## src/rtl/cb_param_cfg_pkg.sv

```systemverilog
// Shared definitions for the connection-box configuration chain: state encoding,
// select widths, frame length and frame field offsets.
package cb_cfg_pkg;

  typedef enum logic [2:0] {
    ST_IDLE,
    ST_SHIFT,
    ST_CHECK,
    ST_DONE,
    ST_ERR
  } cfg_state_e;

  localparam int unsigned PARITY_POS = 0;

  function automatic int unsigned sel_width(input int unsigned n);
    return (n > 1) ? $clog2(n) : 1;
  endfunction

  function automatic int unsigned frame_len(input int unsigned ni, input int unsigned nt,
                                            input int unsigned no);
    return ni * (sel_width(nt) + 1) + nt * (sel_width(no) + 1) + 1;
  endfunction

  // Input fields sit at the MSB end; field i spans {in_en, in_sel} with in_sel at the LSB.
  function automatic int unsigned in_field_lsb(input int unsigned ni, input int unsigned nt,
                                               input int unsigned no, input int unsigned i);
    return frame_len(ni, nt, no) - (i + 1) * (sel_width(nt) + 1);
  endfunction

  function automatic int unsigned trk_field_lsb(input int unsigned ni, input int unsigned nt,
                                                input int unsigned no, input int unsigned t);
    return frame_len(ni, nt, no) - ni * (sel_width(nt) + 1) - (t + 1) * (sel_width(no) + 1);
  endfunction

endpackage

```

## src/rtl/cb_param_cfg_if.sv

```systemverilog
// Configuration/programming signal group of a connection box.
interface cb_param_cfg_if;
  logic prgm_b;
  logic cb_prgm_b;
  logic cb_prgm_b_in;
  logic cb_prgm_b_out;
  logic bit_in;
  logic cfg_done;
  logic cfg_err;

  modport master (
    output prgm_b, cb_prgm_b, cb_prgm_b_in, bit_in,
    input  cb_prgm_b_out, cfg_done, cfg_err
  );

  modport slave (
    input  prgm_b, cb_prgm_b, cb_prgm_b_in, bit_in,
    output cb_prgm_b_out, cfg_done, cfg_err
  );
endinterface

```

## src/rtl/cb_param_cfg_chain.sv

```systemverilog
// Serial configuration chain: token-gated shift into a shadow frame, parity check,
// commit to the active frame on the end of global programming, decoded field outputs.
module cb_cfg_chain
  import cb_cfg_pkg::*;
#(
  parameter int unsigned NUM_TRACKS = 8,
  parameter int unsigned NUM_IN     = 4,
  parameter int unsigned NUM_OUT    = 2,
  localparam int unsigned TW = sel_width(NUM_TRACKS),
  localparam int unsigned QW = sel_width(NUM_OUT)
) (
  input  logic                             clk,
  input  logic                             reset,
  cb_param_cfg_if.slave                    cfg,
  output logic [NUM_IN-1:0]                in_en,
  output logic [NUM_IN-1:0][TW-1:0]        in_sel,
  output logic [NUM_TRACKS-1:0]            trk_en,
  output logic [NUM_TRACKS-1:0][QW-1:0]    trk_sel
);

  localparam int unsigned FL = frame_len(NUM_IN, NUM_TRACKS, NUM_OUT);
  localparam int unsigned CW = $clog2(FL);
  localparam logic [CW-1:0] CNT_LAST = CW'(FL - 1);

  cfg_state_e      state;
  logic [CW-1:0]   cnt;
  logic [FL-1:0]   shadow;
  logic [FL-1:0]   active;
  logic            sel;

  assign sel = !cfg.cb_prgm_b && !cfg.cb_prgm_b_in;

  always_ff @(posedge clk or negedge reset) begin
    if (!reset) begin
      state             <= ST_IDLE;
      cnt               <= '0;
      shadow            <= '0;
      active            <= '0;
      cfg.cb_prgm_b_out <= 1'b1;
      cfg.cfg_done      <= 1'b0;
      cfg.cfg_err       <= 1'b0;
    end else begin
      case (state)
        ST_IDLE: begin
          cfg.cb_prgm_b_out <= 1'b1;
          // The first frame bit is taken on the entry edge, so SHIFT starts counting at 1.
          if (!cfg.prgm_b && sel) begin
            shadow <= {shadow[FL-2:0], cfg.bit_in};
            cnt    <= CW'(1);
            state  <= ST_SHIFT;
          end
        end
        ST_SHIFT: begin
          if (cfg.prgm_b) begin
            cnt         <= '0;
            cfg.cfg_err <= 1'b1;
            state       <= ST_IDLE;
          end else if (sel) begin
            shadow <= {shadow[FL-2:0], cfg.bit_in};
            if (cnt == CNT_LAST) begin
              cnt   <= '0;
              state <= ST_CHECK;
            end else begin
              cnt <= cnt + CW'(1);
            end
          end
        end
        ST_CHECK: begin
          cfg.cb_prgm_b_out <= 1'b0;
          if (^shadow) begin
            cfg.cfg_err <= 1'b1;
            state       <= ST_ERR;
          end else begin
            state <= ST_DONE;
          end
        end
        ST_DONE: begin
          if (cfg.prgm_b) begin
            active            <= shadow;
            cfg.cfg_done      <= 1'b1;
            cfg.cfg_err       <= 1'b0;
            cfg.cb_prgm_b_out <= 1'b1;
            state             <= ST_IDLE;
          end
        end
        ST_ERR: begin
          if (cfg.prgm_b) begin
            cfg.cb_prgm_b_out <= 1'b1;
            state             <= ST_IDLE;
          end
        end
        default: state <= ST_IDLE;
      endcase
    end
  end

  for (genvar gi = 0; gi < NUM_IN; gi++) begin : g_in
    localparam int unsigned LSB = in_field_lsb(NUM_IN, NUM_TRACKS, NUM_OUT, gi);
    assign in_en[gi]  = active[LSB + TW];
    assign in_sel[gi] = active[LSB +: TW];
  end

  for (genvar gt = 0; gt < NUM_TRACKS; gt++) begin : g_trk
    localparam int unsigned LSB = trk_field_lsb(NUM_IN, NUM_TRACKS, NUM_OUT, gt);
    assign trk_en[gt]  = active[LSB + QW];
    assign trk_sel[gt] = active[LSB +: QW];
  end

endmodule

```

## src/rtl/cb_param_cfg.sv

```systemverilog
// Connection box: track-to-input and output-to-track select muxes driven by the
// committed configuration; everything is held inactive while programming is in progress.
module cb_param_cfg
  import cb_cfg_pkg::*;
#(
  parameter int unsigned NUM_TRACKS = 8,
  parameter int unsigned NUM_IN     = 4,
  parameter int unsigned NUM_OUT    = 2
) (
  input  logic                  clk,
  input  logic                  reset,
  cb_param_cfg_if.slave         cfg,
  input  logic [NUM_TRACKS-1:0] track_in,
  output logic [NUM_TRACKS-1:0] track_out,
  output logic [NUM_TRACKS-1:0] track_oe,
  input  logic [NUM_OUT-1:0]    lb_q,
  output logic [NUM_IN-1:0]     lb_x
);

  localparam int unsigned TW = sel_width(NUM_TRACKS);
  localparam int unsigned QW = sel_width(NUM_OUT);

  logic [NUM_IN-1:0]             in_en;
  logic [NUM_IN-1:0][TW-1:0]     in_sel;
  logic [NUM_TRACKS-1:0]         trk_en;
  logic [NUM_TRACKS-1:0][QW-1:0] trk_sel;

  cb_cfg_chain #(
    .NUM_TRACKS (NUM_TRACKS),
    .NUM_IN     (NUM_IN),
    .NUM_OUT    (NUM_OUT)
  ) u_chain (
    .clk     (clk),
    .reset   (reset),
    .cfg     (cfg),
    .in_en   (in_en),
    .in_sel  (in_sel),
    .trk_en  (trk_en),
    .trk_sel (trk_sel)
  );

  // Out-of-range selects fall through to the disabled value.
  for (genvar gi = 0; gi < NUM_IN; gi++) begin : g_x
    assign lb_x[gi] = (cfg.prgm_b && in_en[gi] && (32'(in_sel[gi]) < NUM_TRACKS))
                      ? track_in[in_sel[gi]] : 1'b0;
  end

  for (genvar gt = 0; gt < NUM_TRACKS; gt++) begin : g_t
    assign track_oe[gt]  = cfg.prgm_b && trk_en[gt] && (32'(trk_sel[gt]) < NUM_OUT);
    assign track_out[gt] = track_oe[gt] ? lb_q[trk_sel[gt]] : 1'b0;
  end

endmodule

```

## src/flat_wrapper.sv

```systemverilog
// flat-port wrapper written by rule: the top's interface ports become plain ports
module cb_param_cfg_flat import cb_cfg_pkg::*;
#(
  parameter int unsigned NUM_TRACKS = 8,
  parameter int unsigned NUM_IN     = 4,
  parameter int unsigned NUM_OUT    = 2
)
  (clk, reset, track_in, track_out, track_oe, lb_q, lb_x, cfg_prgm_b, cfg_cb_prgm_b, cfg_cb_prgm_b_in, cfg_bit_in, cfg_cb_prgm_b_out, cfg_cfg_done, cfg_cfg_err);
  cb_param_cfg_if cfg_i ();
  input  logic clk;
  input  logic reset;
  input  logic [NUM_TRACKS-1:0] track_in;
  output logic [NUM_TRACKS-1:0] track_out;
  output logic [NUM_TRACKS-1:0] track_oe;
  input  logic [NUM_OUT-1:0] lb_q;
  output logic [NUM_IN-1:0] lb_x;
  input wire logic [$bits(cfg_i.prgm_b)-1:0] cfg_prgm_b;
  input wire logic [$bits(cfg_i.cb_prgm_b)-1:0] cfg_cb_prgm_b;
  input wire logic [$bits(cfg_i.cb_prgm_b_in)-1:0] cfg_cb_prgm_b_in;
  input wire logic [$bits(cfg_i.bit_in)-1:0] cfg_bit_in;
  output wire logic [$bits(cfg_i.cb_prgm_b_out)-1:0] cfg_cb_prgm_b_out;
  output wire logic [$bits(cfg_i.cfg_done)-1:0] cfg_cfg_done;
  output wire logic [$bits(cfg_i.cfg_err)-1:0] cfg_cfg_err;
  assign cfg_i.prgm_b = cfg_prgm_b;
  assign cfg_i.cb_prgm_b = cfg_cb_prgm_b;
  assign cfg_i.cb_prgm_b_in = cfg_cb_prgm_b_in;
  assign cfg_i.bit_in = cfg_bit_in;
  assign cfg_cb_prgm_b_out = cfg_i.cb_prgm_b_out;
  assign cfg_cfg_done = cfg_i.cfg_done;
  assign cfg_cfg_err = cfg_i.cfg_err;
  cb_param_cfg #(.NUM_TRACKS(NUM_TRACKS), .NUM_IN(NUM_IN), .NUM_OUT(NUM_OUT)) u_core (.clk(clk), .reset(reset), .cfg(cfg_i), .track_in(track_in), .track_out(track_out), .track_oe(track_oe), .lb_q(lb_q), .lb_x(lb_x));
endmodule
```

## config.mk

```make
export PLATFORM = sky130hd
export DESIGN_NAME = cb_param_cfg_flat
export DESIGN_NICKNAME = d
export VERILOG_FILES = /design/src/rtl/cb_param_cfg_pkg.sv /design/src/rtl/cb_param_cfg_if.sv /design/src/rtl/cb_param_cfg_chain.sv /design/src/rtl/cb_param_cfg.sv /design/src/flat_wrapper.sv
export SDC_FILE = /design/constraint.sdc
export NUM_CORES = 1
export LEC_CHECK = 0
export ABC_AREA = 1
export BUFFER_PORTS_ARGS = -buffer_cell sky130_fd_sc_hd__buf_2
export CAP_MARGIN = 10
export CORE_ASPECT_RATIO = 0.9
export CORE_MARGIN = 1.5
export CORE_UTILIZATION = 36
export DETAILED_ROUTE_END_ITERATION = 16
export PLACE_DENSITY_LB_ADDON = 0.08
export SLEW_MARGIN = 20
export SYNTH_ARGS = -nofsm -noshare
export SYNTH_HDL_FRONTEND = slang
export SYNTH_SLANG_ARGS = --single-unit
```

## constraint.sdc

```tcl
create_clock -name clk -period 2.6 [get_ports clk]
set_clock_uncertainty 0.15 [all_clocks]
set_input_delay 0 -clock clk [delete_from_list [all_inputs] [get_ports clk]]
set_output_delay 0 -clock clk [all_outputs]
set_load 0.01 [all_outputs]
```

**After elaboration in Yosys (flattened, before gate mapping)**

Index checks and enable logic that the tools add are counted.
W data, S select, Z words.

- Input port bits: 16
- Logic and storage cells: 120
- Output and inout port bits: 23
- Flip-flop bits (word level): 78

- Eq/ne operators: 14
- Reductions and logical operators: 29
- $add $sub $neg: 1
- Mux-type cells: 57
- Magnitude comparators: 12

Operators by type and width:

| kind | count |
|---|---|
| $mux W33 | 3 |
| $pmux W33 S2 | 1 |
| $mux W1 | 35 |
| $reduce_xor A33 Y1 | 1 |
| $mux W6 | 4 |
| $mux W3 | 6 |
| $lt A1 B2 Y1 const B | 8 |
| $lt A3 B4 Y1 const B | 4 |
| $logic_and A1 B1 Y1 | 14 |
| $bmux W1 S3 | 4 |
| $ne A2 B2 Y1 const B | 6 |
| $pmux W3 S4 | 1 |
| $pmux W6 S2 | 1 |
| $reduce_and A4 Y1 | 3 |
| $add A6 B1 Y6 const B | 1 |
| $eq A3 B2 Y1 const B | 2 |
| $eq A6 B6 Y1 const B | 1 |
| $ne A3 B3 Y1 const B | 2 |
| $pmux W1 S3 | 2 |
| $reduce_bool A3 Y1 | 2 |
| $reduce_and A2 Y1 | 2 |
| $eq A3 B1 Y1 const B | 1 |
| $eq A3 B3 Y1 const B | 1 |
| $logic_not A1 Y1 | 3 |
| other kinds (5) | 5 |

**Depth between registers and ports, before layout**

Gate-level depths: netlist of run 1.

- Depth after elaboration: 5
- Mapped depth: 15
- Gate-level depth less buffers: 15

**Modules after synthesis**

A second synthesis of run 1 with hierarchy kept.

- Cells, all modules: 635
- Area total of the unflattened synthesis: 4,367.9 um2

By module, submodules not included:

| module | instances | cells an instance | area an instance (um2) | sequential area each (um2) |
|---|---|---|---|---|
| cb_cfg_chain | 1 | 509 | 3,832.4 | 1,928.1 |
| cb_param_cfg | 1 | 126 | 535.5 | 0.0 |

**Least setup slack after synthesis of run 1**

No wires, ideal clock.

- Path kind: register -> register
- Start point: register u_core.u_chain.state[0]
- End point: register u_core.u_chain.cnt[5]
- Setup slack: 0.975 ns
- Required time: 2.319 ns
- Stages on the path, launching flop included: 10
- Period minus slack after synthesis: 1.625 ns
- Buffers on the path: 0
- Data arrival time: 1.344 ns
- Library setup time: 0.131 ns
- Cells stage by stage: dfrtp_1 nor2_2 nand2_1 nand2_1 nand2_4 inv_4 a21oi_4 nor3_1 and3_1 nor3_2

- Word-level cells in the longest chain between the ends: 3
- Elaborated cells between the ends (all ways): 7
- Classes of those cells: eq/ne: 3; mux: 1; reduce/logical: 3

RTL lines:

| item | line | text |
|---|---|---|
| start, declared | cb_param_cfg_chain.sv:25 | `cfg_state_e state;` |
| start signal, assigned | cb_param_cfg_chain.sv:35 | `state <= ST_IDLE;` |
| start signal, assigned | cb_param_cfg_chain.sv:50 | `state <= ST_SHIFT;` |
| start signal, assigned | cb_param_cfg_chain.sv:57 | `state <= ST_IDLE;` |
| $eq A3 B1 Y1 or $logic_not A3 Y1 (tied branches) | cb_param_cfg_chain.sv:43 | `case (state)` |
| $ne A3 B3 Y1 (no line) (tied with other cells) | n/a |  |
| $reduce_and A3 Y1 (no line) | n/a |  |
| end signal, assigned | cb_param_cfg_chain.sv:64 | `cnt <= cnt + CW'(1);` |
| end, declared | cb_param_cfg_chain.sv:26 | `logic [CW-1:0] cnt;` |

Parallel ways exist; a longest one is shown, timed or not.
A chain may end at the register's enable or synchronous reset.

**Worst setup path after layout of run 1**

Ends and elaborated chain as after synthesis.

==> Implementation_results.wiki, run 1 <==
{| class="wikitable"
! Metric !! Value
|-
| Post-Place Cells || 766
|-
| Arrival time of the worst setup path || around 2100 ps
|-
| Type of element launching the critical path || flip-flop
|-
| Via count of the routed design || 3759
|-
| Post-detail-place hpwl || about 6700 um
|-
| Switching part of the total || 0.353
|-
| Die H || about 110 um
|-
| Synth Instances || 585
|-
| Via count of the first global-routing pass || 3364
|-
| Element type at the critical path end || flip-flop
|-
| GRT Resource Usage Total || 0.166
|-
| Layout area overhead || 15.7%
|-
| Tightest Pin Transition || roughly 730 ps
|-
| Outcome || finished clean
|-
| Count of port buffers added during placement || 38
|-
| Number of top-level pins || 39
|-
| Power density cells || approximately 800 mW/mm^2
|-
| EDFF count, synth || 0
|-
| Max Buffers Root-to-Sink || 2
|-
| Clock group share of total power || 0.324
|-
| Maximum number of pins on one net before global-route repair || 78
|-
| Async SR Flop Fraction || 1.00
|-
| Max-slew headroom || 0.510
|-
| Final Max Slew Viols || 0
|-
| Number of max-cap violations || 0
|-
| First-pass GRT wire length || approximately 17000 um
|-
| Effective utilization at floorplan || 0.370
|-
| Reg clk slew, reported paths || roughly 60 ps
|-
| Crit path from || u_core.u_chain.state[0]
|-
| Cell Count, Final, Fillers Out || between 700 and 800
|-
| Library cell with the largest summed area after synthesis || sky130_fd_sc_hd__dfrtp_1
|-
| Total negative setup slack || 0 ps
|-
| Flip-flop and latch count after synthesis || 77
|-
| Summed instance area of the synthesized netlist || between 0.004 and 0.005 mm^2
|-
| Worst VDD drop || ~460 uV
|-
| Fin nets || approximately 640
|-
| Register-to-register setup slack || 610 ps
|-
| Antenna violations before repair || 0
|-
| Die Area || ~0.012 mm^2
|-
| Post-layout minimum cycle time || slightly below 2000 ps
|-
| Number of nets produced by synthesis || approximately 600
|-
| Clock tree from TritonCTS || yes
|-
| Fmax || 503 MHz
|-
| Sequential share of the synthesized area || 0.454
|-
| Share of final-layout standard cells stronger than drive strength 1 || 0.127
|-
| Routed vias/inst || 4.79
|-
| Hold violation total from the final report || 0
|-
| CTS H-Tree Depth || 3
|-
| Overflow left after global routing || 0
|-
| Die width || around 120 um
|-
| TritonRoute pass-1 iters || 4
|-
| Number of buffers created by CTS || 9
|-
| Worst-path maximum fanout || 34
|-
| Reported leakage power || 2.50 nW
|-
| Fraction of power consumed by combinational cells || 0.296
|-
| Critical path data required time || 2660 ps
|-
| Source of the worst register-to-register timing path || u_core.u_chain.state[0]
|-
| Antenna diode count || 0
|-
| Master cell of the clock root buffer || sky130_fd_sc_hd__clkbuf_16
|-
| Number of library cell types mapped by synthesis || 34
|-
| Number of warning messages in the yosys log || 0
|-
| Iteration-0 DRC count of the detailed router || slightly above 200
|-
| Design internal power || 2.51 mW
|-
| Top flip-flop cell by instance count after synthesis || sky130_fd_sc_hd__dfrtp_1
|-
| Post-synth top area share || 0.448
|-
| Share of the clock period used by the worst path after layout || 0.764
|-
| Final Setup Violations || 0
|-
| Area of the core || between 0.01 and 0.015 mm^2
|-
| Post-Syn Area per Cell || 7.26 um^2
|-
| Antenna Nets Post-Route || 0
|-
| Routed wire per std cell || between 10 and 15 um
|-
| Sequential group share of total power || 0.380
|-
| Total number of placement rows || 37
|-
| Worst Hold Launch || cfg_cb_prgm_b
|-
| DRC || 0
|-
| Power spent charging and discharging nets || roughly 1.4 mW
|-
| Final RePlAce weighted congestion || just under 0.9
|-
| Num Clock Sinks || 77
|-
| Clock insertion delay at the later pin of the skew report || between 300 and 400 ps
|-
| Unrepaired setup endpoints after global routing || false
|-
| Classification of the worst setup path || reg -> reg
|-
| Area contributors post-synth || sky130_fd_sc_hd__dfrtp_1 45%, sky130_fd_sc_hd__nand2_1 20%, sky130_fd_sc_hd__o21ai_0 9.7%, sky130_fd_sc_hd__inv_1 5.5%, sky130_fd_sc_hd__nand3_1 2.0%
|-
| Total routed wirelength || 9830 um
|-
| Worst hold path type || in -> reg
|}
[repair_timing]
item / in CTS / in global routing
hold endpoints to repair: 77 / 0
setup buffers: 0 / 0
resized for setup: 0 / 0
hold buffers: 2 / 0
[power groups by stage]
stage               clock network, mW  logic, mW  registers (mW)
finish                           1.26       1.15            1.47
global route                     1.35       1.32            1.49
CTS                              1.29       1.16            1.47
detailed placement                  0       1.15            1.49
global placement                    0       1.13            1.48
floorplan                           0      0.888            1.47
[cells in the final DEF, fill, tap and decap left out, types with 2 or more instances in the layout]
cell type                       Yosys  routed
sky130_fd_sc_hd__clkbuf_1          13       2
sky130_fd_sc_hd__inv_2             10      10
sky130_fd_sc_hd__xor2_1             5       5
sky130_fd_sc_hd__buf_2              1      37
sky130_fd_sc_hd__inv_1             62      62
sky130_fd_sc_hd__o221ai_1           4       4
sky130_fd_sc_hd__nor3_1             5       5
sky130_fd_sc_hd__dfrtp_1           76      76
sky130_fd_sc_hd__mux2i_1            4       4
sky130_fd_sc_hd__o21ai_0           82      82
sky130_fd_sc_hd__clkinv_2           0       2
sky130_fd_sc_hd__nand2_1          226     225
sky130_fd_sc_hd__dlygate4sd3_1      0       2
sky130_fd_sc_hd__nand3_2            6       6
sky130_fd_sc_hd__a21oi_1           15      15
sky130_fd_sc_hd__o2111a_1           4       4
sky130_fd_sc_hd__ha_1               2       2
sky130_fd_sc_hd__nor2_1            19      19
sky130_fd_sc_hd__o21ai_1           12      12
sky130_fd_sc_hd__xnor2_1            6       6
sky130_fd_sc_hd__clkbuf_16          0       9
sky130_fd_sc_hd__nand3_1           17      17
sky130_fd_sc_hd__buf_4              0       2
sky130_fd_sc_hd__nand2_2            2       3
[per-layer routing]
layer	global-route usage	vias to the layer above	part of all wire
met1	0.224	1734	0.51
met3	0.0397	7	0.034
met5	0	-	0
met2	0.261	77	0.45
li1	-	1941	-
met4	0.0592	0	0.011
[registers in the layout (all words and copies together) (netlist names)]
register                          flops
u_core.u_chain.cnt                    6
u_core.u_chain.shadow                33
u_core.u_chain.cfg.cfg_err            1
u_core.u_chain.state                  3
u_core.u_chain.active                32
u_core.u_chain.cfg.cb_prgm_b_out      1
u_core.u_chain.cfg.cfg_done           1
[area by class of cell]
type / instances / area [um^2]
Clock inverter: 4 / 47.5
Multi-Input combinational cell: 420 / 1990
Timing Repair Buffer: 42 / 231
Clock buffer: 12 / 246
Inverter: 73 / 277
Fill cell: 1237 / 6570
Sequential cell: 77 / 1930
Tap cell: 156 / 195
[synthesized netlist by cell type, drive strengths merged, types with 2 or more instances]
master and count:
a21oi 16, buf 2, clkbuf 13, dfrtp 76, ha 2, inv 73
mux2i 4, nand2 229, nand3 23, nor2 20, nor3 6, nor3b 2
o2111a 4, o21ai 94, o221ai 4, xnor2 6, xor2 5
[stage by stage]
step / area (um^2) / power, mW / utilization / setup WS, ps / hold slack, ps
6_report: 4910 / 3.88 / 0.428 / 613 / 94.0
5_1_grt: 4910 / 4.16 / 0.428 / 428 / 122
4_1_cts: 4910 / 3.92 / 0.428 / 598 / 79.8
3_5_place_dp: 4600 / 2.64 / 0.400 / 615 / 74.3
3_3_place_gp: 4600 / 2.61 / 0.400 / 684 / 88.3
2_1_floorplan: 4250 / 2.36 / - / 975 / -446
[critical path: stages, from the launching register on]
cell                      delay [ps]
sky130_fd_sc_hd__dfrtp_1         400
sky130_fd_sc_hd__nor2_2          130
sky130_fd_sc_hd__nand2_1         110
sky130_fd_sc_hd__nand2_1         120
sky130_fd_sc_hd__nand2_4         200
sky130_fd_sc_hd__inv_4           150
sky130_fd_sc_hd__a21oi_4          60
sky130_fd_sc_hd__nor3_1          270
sky130_fd_sc_hd__and3_1          230
sky130_fd_sc_hd__nor3_2           40
[kinds of logic after synthesis]
family / after synthesis / share of synthesized area
AO/OA/AOI/OAI: 121 / 0.156
adder cells (fa/ha/maj): 2 / 0.00589
AND/OR/NAND/NOR: 282 / 0.274
multiplexers: 4 / 0.00942
XOR/XNOR: 11 / 0.0227
flip-flops: 77 / 0.454
buffers and inverters: 88 / 0.0786
[worst paths after layout]
kind | end | depth (start not counted)
min in group asynchronous | u_core.u_chain.active[18] | 2
max | u_core.u_chain.cnt[5] | 9
min reg2reg | u_core.u_chain.cfg.cfg_done | 2
max in group asynchronous | u_core.u_chain.shadow[7] | 2
min | u_core.u_chain.state[0] | 7
max reg2reg | u_core.u_chain.cnt[5] | 9
Power figures use the tool's default switching activity.
==> run 2, diff against run 1 <==
==> constraint.sdc (replaced) <==
create_clock -name clk -period 1.9 [get_ports clk]
set_clock_uncertainty 0.15 [all_clocks]
set_input_delay 0 -clock clk [delete_from_list [all_inputs] [get_ports clk]]
set_output_delay 0 -clock clk [all_outputs]
set_load 0.01 [all_outputs]
==> run 2 against run 1 <==
  * The run now ends with negative hold slack left
  * Final area grew 6.3%
  * Sequential power grew 38%
  * Sequential share of layout area shrank 2.1 points
  * Maximum frequency grew 9.9%
  * Critical path type unchanged
==> Implementation_results.wiki, run 2 (synthesis results as in run 1) <==
{| class="wikitable"
! Metric !! Value
|-
| Final Max Slew Viols || 0
|-
| Layout area overhead || 22.9%
|-
| GRT Resource Usage Total || 0.171
|-
| Number of buffers created by CTS || 9
|-
| Post-Place Cells || roughly 770
|-
| Total number of placement rows || 37
|-
| Share of final-layout standard cells stronger than drive strength 1 || 0.206
|-
| Register-to-register setup slack || between 90 and 100 ps
|-
| Reg clk slew, reported paths || approximately 60 ps
|-
| Layout filler cell count || roughly 1200
|-
| RR Endpoint || u_core.u_chain.shadow[0]
|-
| Max-slew headroom || 0.712
|-
| Setup WS post-layout || 91.5 ps
|-
| Switching part of the total || 0.344
|-
| Cell Area, Placed || around 0.0046 mm^2
|-
| Area of the core || between 0.01 and 0.015 mm^2
|-
| Element type at the critical path end || flip-flop
|-
| Crit path from || u_core.u_chain.state[0]
|-
| Worst VDD drop || 486 uV
|-
| Outcome || finished with violations
|-
| Die width || 118 um
|-
| Number of max-cap violations || 0
|-
| Clock insertion delay at the later pin of the skew report || between 300 and 400 ps
|-
| Cell Count, Final, Fillers Out || 798
|-
| Antenna diode count || 0
|-
| Via count of the first global-routing pass || roughly 3600
|-
| Classification of the worst setup path || reg -> reg
|-
| Num Clock Sinks || between 70 and 80
|-
| Area of the multi-input gates || 0.00211 mm^2
|-
| Master cell of the clock root buffer || sky130_fd_sc_hd__clkbuf_16
|-
| Arrival time of the worst setup path || 1930 ps
|-
| Worst slack at placement || 89.7 ps
|-
| Sequential group share of total power || 0.356
|-
| Clock tree from TritonCTS || yes
|-
| Most common cell after layout, fill and taps aside || sky130_fd_sc_hd__nand2_1
|-
| Maximum number of pins on one net before global-route repair || 66
|-
| Die H || about 110 um
|-
| Commonest cells after routing, fill and taps aside || 215 x sky130_fd_sc_hd__nand2_1, 82 x sky130_fd_sc_hd__o21ai_0, 68 x sky130_fd_sc_hd__dfrtp_1, 52 x sky130_fd_sc_hd__inv_1, 37 x sky130_fd_sc_hd__buf_2
|-
| Antenna Nets Post-Route || 0
|-
| Worst hold path type || in -> async
|-
| Number of top-level pins || 39
|-
| Fin nets || ~660
|-
| Type of element launching the critical path || flip-flop
|-
| Share of the clock period used by the worst path after layout || 0.952
|-
| Number of cells on the worst reg-to-reg path || 8
|-
| Routed vias/inst || ~4.8
|-
| Iteration-0 DRC count of the detailed router || 202
|-
| Final Setup Violations || 0
|-
| Fraction of power consumed by combinational cells || 0.313
|-
| Post-layout minimum cycle time || roughly 1800 ps
|-
| Clock group share of total power || 0.330
|-
| Layout Utilization || 0.455
|-
| DRC || 0
|-
| Worst-path maximum fanout || 4
|-
| Reported leakage power || 2.61 nW
|-
| Crit path to || u_core.u_chain.shadow[0]
|-
| Tightest Pin Transition || around 430 ps
|-
| Fmax || 553 MHz
|-
| Critical path data required time || around 2000 ps
|-
| Total routed wirelength || 9950 um
|-
| TritonRoute pass-1 iters || 4
|-
| Overflow left after global routing || 0
|-
| Power spent charging and discharging nets || around 2.0 mW
|-
| Count of port buffers added during placement || 38
|-
| Effective utilization at floorplan || 0.370
|-
| Biggest register || u_core.u_chain.shadow
|-
| Antenna violations before repair || 0
|-
| Final RePlAce weighted congestion || 0.811
|-
| Routed wire per std cell || approximately 12 um
|-
| Failing checks || negative hold slack
|-
| Source of the worst register-to-register timing path || u_core.u_chain.state[0]
|-
| Via count of the routed design || between 3000 and 4000
|-
| Max Buffers Root-to-Sink || 2
|-
| Power density cells || approximately 1100 mW/mm^2
|-
| Post-detail-place hpwl || roughly 6700 um
|-
| Hold violation total from the final report || 1
|-
| Die Area || between 0.01 and 0.015 mm^2
|-
| Flip-flop count of the largest register after layout || 33
|-
| Flip-flop and latch area || between 0.0015 and 0.002 mm^2
|-
| Registers with the most flip-flops || u_core.u_chain.shadow x33, u_core.u_chain.active x32, u_core.u_chain.cnt x6
|-
| Final design area excluding fillers || ~0.0052 mm^2
|-
| Design internal power || ~3.7 mW
|-
| First-pass GRT wire length || between 15000 and 20000 um
|-
| Post-route worst hold slack || -1.16 ps
|-
| CTS H-Tree Depth || 3
|}
[run 2: worst min-delay path by stage]
stage	startpoint	end	slack (ps)	cells after the start
floorplan	reset	u_core.u_chain.active[10]	-450	0
global placement	reset	u_core.u_chain.shadow[20]	-170	1
detailed placement	reset	u_core.u_chain.shadow[21]	-180	1
CTS	reset	u_core.u_chain.shadow[21]	20	2
global route	reset	u_core.u_chain.shadow[21]	50	2
finish	reset	u_core.u_chain.shadow[21]	-1	2
[run 2: power by group through the flow]
stage	logic (mW)	registers, mW	clock network [mW]
global route	2.08	2.06	2.00
finish	1.78	2.03	1.88
detailed placement	1.57	2.04	0
floorplan	1.22	2.01	0
CTS	1.59	2.01	1.93
global placement	1.54	2.03	0
[run 2: routing by layer]
layer,part of all wire,GRT usage
met4,0.017,0.0592
met3,0.030,0.0381
met5,0,0
met1,0.51,0.227
met2,0.45,0.278
[run 2: critical path, cell delays in order, from the launching register on]
cell and delay [ps]:
sky130_fd_sc_hd__dfrtp_1 410, sky130_fd_sc_hd__nor2_2 160, sky130_fd_sc_hd__nand2_1 110, sky130_fd_sc_hd__nand2_1 120
sky130_fd_sc_hd__nand2_4 70, sky130_fd_sc_hd__inv_4 70, sky130_fd_sc_hd__nand2_1 50, sky130_fd_sc_hd__dlygate4sd3_1 550
sky130_fd_sc_hd__nand2_1 60
[run 2: repair_timing]
item                                    4_1_cts  5_1_grt
endpoints found under the hold margin        81        0
buffers inserted                              0        7
hold buffers                                  7        0
endpoints found under the setup margin        0        9
resized for setup                             0       46
[run 2: cell type report]
class / count / share of cell area
multi-input combinational: 420 / 0.404
clock buffer: 12 / 0.0491
tap: 156 / 0.0374
sequential: 77 / 0.371
timing repair buffer: 56 / 0.0721
inverter: 73 / 0.0529
clock inverter: 4 / 0.0134
[run 2: stage by stage]
stage	total power, mW	TNS (ps)
global placement	3.57	0
global route	6.15	-23.0
CTS	5.53	0
floorplan	3.22	0
detailed placement	3.60	0
finish	5.69	0
==> run 3, diff against run 2 <==
--- a/config.mk
+++ b/config.mk
@@ -9,11 +9,11 @@
 export BUFFER_PORTS_ARGS = -buffer_cell sky130_fd_sc_hd__buf_2
 export CAP_MARGIN = 10
 export CORE_ASPECT_RATIO = 0.9
-export CORE_MARGIN = 1.5
 export CORE_UTILIZATION = 36
 export DETAILED_ROUTE_END_ITERATION = 16
 export PLACE_DENSITY_LB_ADDON = 0.08
 export SLEW_MARGIN = 20
 export SYNTH_ARGS = -nofsm -noshare
 export SYNTH_HDL_FRONTEND = slang
+export SYNTH_HIERARCHICAL = 1
 export SYNTH_SLANG_ARGS = --single-unit
==> run 3 against run 2 <==
  * Clock power up 8%
  * Sequential share of layout area down 1.5 points
  * First-iteration DRC count up 28%
  * Cell count up 6.1%
  * The run now ends clean
  * Sequential cell count unchanged
  * Combinational power up 28%
  * Sequential power up 6%
  * Global-route usage up 0.76 points
  * Maximum frequency up 1.7%
  * Synthesized cell count up 8.5%
  * Clock-buffer cell count down 1
==> Implementation_results.wiki, run 3 <==
{| class="wikitable"
! Metric !! Value
|-
| Dominant cell type by count on the critical path || sky130_fd_sc_hd__nand2_2
|-
| Number of top-level pins || 39
|-
| Number of max-cap violations || 0
|-
| Master cell of the clock root buffer || sky130_fd_sc_hd__clkbuf_16
|-
| Biggest register || u_core/u_chain/shadow
|-
| Share of final-layout standard cells stronger than drive strength 1 || 0.250
|-
| Clock insertion delay at the later pin of the skew report || roughly 330 ps
|-
| Source of the worst register-to-register timing path || u_core/u_chain/shadow[32]
|-
| Element type at the critical path end || flip-flop
|-
| Total negative setup slack || 0 ps
|-
| Layout filler cell count || around 1200
|-
| Commonest cells after routing, fill and taps aside || 241 x sky130_fd_sc_hd__nand2_1, 75 x sky130_fd_sc_hd__o21ai_0, 66 x sky130_fd_sc_hd__dfrtp_1, 58 x sky130_fd_sc_hd__inv_1, 37 x sky130_fd_sc_hd__buf_2
|-
| Share of the clock period used by the worst path after layout || 0.936
|-
| Layout Utilization || 0.469
|-
| Switching part of the total || 0.368
|-
| Number of library cell types mapped by synthesis || 27
|-
| Synth Instances || around 640
|-
| Max incr delay on CP || about 450 ps
|-
| Registers with the most flip-flops || u_core/u_chain/shadow x33, u_core/u_chain/active x32, u_core/u_chain/cnt x6
|-
| First-pass GRT wire length || about 18000 um
|-
| Outcome || finished clean
|-
| Post-synthesis share of cell area spent on full adders, half adders and majority gates || 0.00573
|-
| Number of nets produced by synthesis || 653
|-
| Worst slack at placement || 70.7 ps
|-
| Maximum number of pins on one net before global-route repair || 66
|-
| Clock group share of total power || 0.315
|-
| Number of buffers created by CTS || 9
|-
| Routed vias/inst || between 4 and 5
|-
| Fmax || around 560 MHz
|-
| Number of warning messages in the yosys log || 6
|-
| Flip-flop and latch count after synthesis || between 70 and 80
|-
| Post-synthesis mux area share || 0.00258
|-
| Summed instance area of the synthesized netlist || around 0.0044 mm^2
|-
| Num Clock Sinks || 77
|-
| Register-to-register setup slack || between 100 and 150 ps
|-
| Arrival time of the worst setup path || 1850 ps
|-
| Area of the multi-input gates || between 0.002 and 0.0025 mm^2
|-
| CTS H-Tree Depth || 3
|-
| Setup WS post-layout || around 120 ps
|-
| Async SR Flop Fraction || 1.00
|-
| Power spent charging and discharging nets || 2.38 mW
|-
| Worst VDD drop || a little under 500 uV
|-
| Antenna violations before repair || 0
|-
| Max-slew headroom || 0.677
|-
| Tightest Pin Transition || 484 ps
|-
| Flip-flop count of the largest register after layout || 33
|-
| Max Buffers Root-to-Sink || 2
|-
| Critical path data required time || around 2000 ps
|-
| Routed wire per std cell || 12.4 um
|-
| Xor/xnor cell area share of the yosys netlist || 0.0281
|-
| Critical Path Slowest Stage Cell || sky130_fd_sc_hd__dfrtp_2
|-
| Total number of placement rows || 37
|-
| Worst-path maximum fanout || 4
|-
| Iteration-0 DRC count of the detailed router || 258
|-
| Unrepaired setup endpoints after global routing || true
|-
| Leading cell type by number of instances after synthesis || sky130_fd_sc_hd__nand2_1
|-
| Reported leakage power || ~2.8 nW
|-
| Classification of the worst setup path || reg -> reg
|-
| Die Area || around 0.013 mm^2
|-
| Area of the core || around 0.012 mm^2
|-
| Clock tree from TritonCTS || yes
|-
| Top flip-flop cell by instance count after synthesis || sky130_fd_sc_hd__dfrtp_1
|-
| Design internal power || about 4.1 mW
|-
| Die H || 106 um
|-
| GRT Resource Usage Total || 0.179
|-
| Post-Syn Area per Cell || a little under 7 um^2
|-
| Antenna diode count || 0
|-
| Via count of the first global-routing pass || between 3000 and 4000
|-
| Via count of the routed design || about 3900
|-
| Flip-flop and latch area || between 0.0015 and 0.002 mm^2
|-
| Post-synth top area share || 0.435
|-
| Post-detail-place hpwl || 7400 um
|-
| Sequential group share of total power || 0.332
|-
| Final Setup Violations || 0
|-
| Most common cell after layout, fill and taps aside || sky130_fd_sc_hd__nand2_1
|-
| Fraction of the mapped netlist area in compound gates || 0.114
|-
| Area contributors post-synth || sky130_fd_sc_hd__dfrtp_1 44%, sky130_fd_sc_hd__nand2_1 23%, sky130_fd_sc_hd__o21ai_0 8.6%, sky130_fd_sc_hd__inv_1 5.8%, sky130_fd_sc_hd__nand3_1 3.8%
|-
| Synth Area in Simple Gates || 0.317
|-
| Number of cells on the worst reg-to-reg path || 14
|-
| Power density cells || 1190 mW/mm^2
|-
| Final RePlAce weighted congestion || approximately 0.8
|-
| Worst hold path type || in -> async
|-
| Sequential share of the synthesized area || 0.441
|-
| Most numerous cell types in the synthesized netlist || 273 x sky130_fd_sc_hd__nand2_1, 76 x sky130_fd_sc_hd__dfrtp_1, 75 x sky130_fd_sc_hd__o21ai_0
|-
| Combinational family with the most area after synthesis || simple AND/OR/NAND/NOR gates
|-
| Total routed wirelength || ~10000 um
|-
| Reg clk slew, reported paths || about 60 ps
|-
| Overflow left after global routing || 0
|-
| Die width || between 100 and 150 um
|-
| Type of element launching the critical path || flip-flop
|-
| Post-layout minimum cycle time || roughly 1800 ps
|-
| Fin nets || approximately 700
|-
| Layout area overhead || 24.6%
|-
| Hold violation total from the final report || 0
|-
| RR Endpoint || u_core/u_chain/cfg.cfg_err
|-
| Final Max Slew Viols || 0
|-
| Effective utilization at floorplan || 0.376
|-
| TritonRoute pass-1 iters || 4
|-
| Antenna Nets Post-Route || 0
|-
| DRC || 0
|-
| Fraction of power consumed by combinational cells || 0.353
|-
| Count of port buffers added during placement || 38
|-
| EDFF count, synth || 0
|-
| Critical Path, Cell by Cell || inv_2 > nand2_2 > nand2_2 > nand2_2 > nand2_2 > inv_2 > nand2_2 > nand3_2 > nand3_2 > nand3_4 > nand3_4 > nand3_2 > nand2_1 > nand2_1
|-
| Library cell with the largest summed area after synthesis || sky130_fd_sc_hd__dfrtp_1
|-
| Final Total Pwr || ~6.5 mW
|}
[run 3: changes by cell type in the layout (fill, tap and decap cells not counted), sizes merged, moves of 5 or more]
cell / before / now
a21oi: 16 / 9
inv: 73 / 89
nand2: 229 / 276
nor2: 20 / 25
o21ai: 94 / 79
nand3: 23 / 37
[run 3: worst max path at each step]
| stage | start | endpoint | cells after the start |
|---|---|---|---|
| after floorplan | u_core/u_chain/shadow[27] | u_core/u_chain/state[0] | 12 |
| after global placement | u_core/u_chain/shadow[25] | u_core/u_chain/state[0] | 12 |
| after detailed placement | u_core/u_chain/shadow[31] | u_core/u_chain/cfg.cfg_err | 14 |
| after CTS | u_core/u_chain/shadow[27] | u_core/u_chain/state[1] | 12 |
| after global routing | u_core/u_chain/shadow[8] | u_core/u_chain/state[1] | 15 |
| final | u_core/u_chain/shadow[32] | u_core/u_chain/cfg.cfg_err | 14 |
[run 3: per-layer routing]
metal / part of all wire / GRT usage / wire [um] / vias to the layer above
met1: 0.50 / 0.243 / 5200 / 1797
met4: 0.015 / 0.0586 / 155 / 0
li1: - / - / - / 2064
met5: 0 / 0 / 0 / -
met3: 0.050 / 0.0386 / 523 / 14
met2: 0.44 / 0.282 / 4620 / 70
[run 3: cell type report]
cell class / instances / share of cell area
inverter: 89 / 0.0614
clock inverter: 5 / 0.0195
tap: 156 / 0.0359
clock buffer: 11 / 0.0464
sequential: 77 / 0.356
timing repair buffer: 55 / 0.0689
multi-input combinational: 454 / 0.411
[run 3: per-stage QoR]
| stage | hold slack [ps] | instance area [um^2] | cells |
|---|---|---|---|
| after floorplan | -446 | 4370 | 635 |
| after global placement | -149 | 4790 | 820 |
| after detailed placement | -148 | 4790 | 820 |
| after CTS | 31.6 | 5170 | 838 |
| after global routing | 55.8 | 5440 | 847 |
| final | 14.6 | 5440 | 847 |
[run 3: worst max-delay path, delay by kind of cell, from the launching register on]
| kind | cells | cell delay (ps) |
|---|---|---|
| buffers and inverters | 2 | 150 |
| flip-flops | 1 | 450 |
| AND/OR/NAND/NOR | 12 | 900 |
[run 3: logic make-up (layout without fill, tap and decap cells)]
family / after synthesis / count (layout)
buffers and inverters: 104 / 160
XOR/XNOR: 14 / 14
AO/OA/AOI/OAI: 93 / 93
flip-flops: 77 / 77
adder cells (fa/ha/maj): 2 / 2
multiplexers: 1 / 1
AND/OR/NAND/NOR: 344 / 344
[run 3: power groups by stage]
stage	clock, mW	sequential [mW]	combinational, mW
5_1_grt	2.14	2.18	2.60
6_report	2.03	2.15	2.28
3_5_place_dp	0	2.13	1.90
4_1_cts	2.10	2.11	1.92
3_3_place_gp	0	2.12	1.87
2_1_floorplan	0	2.09	1.44
[run 3: timing repair]
| action | 4_1_cts | 5_1_grt |
|---|---|---|
| hold buffers | 2 | 0 |
| buffers inserted | 0 | 9 |
| endpoints found under the hold margin | 78 | 0 |
| endpoints found under the setup margin | 0 | 4 |
| resized for setup | 0 | 69 |
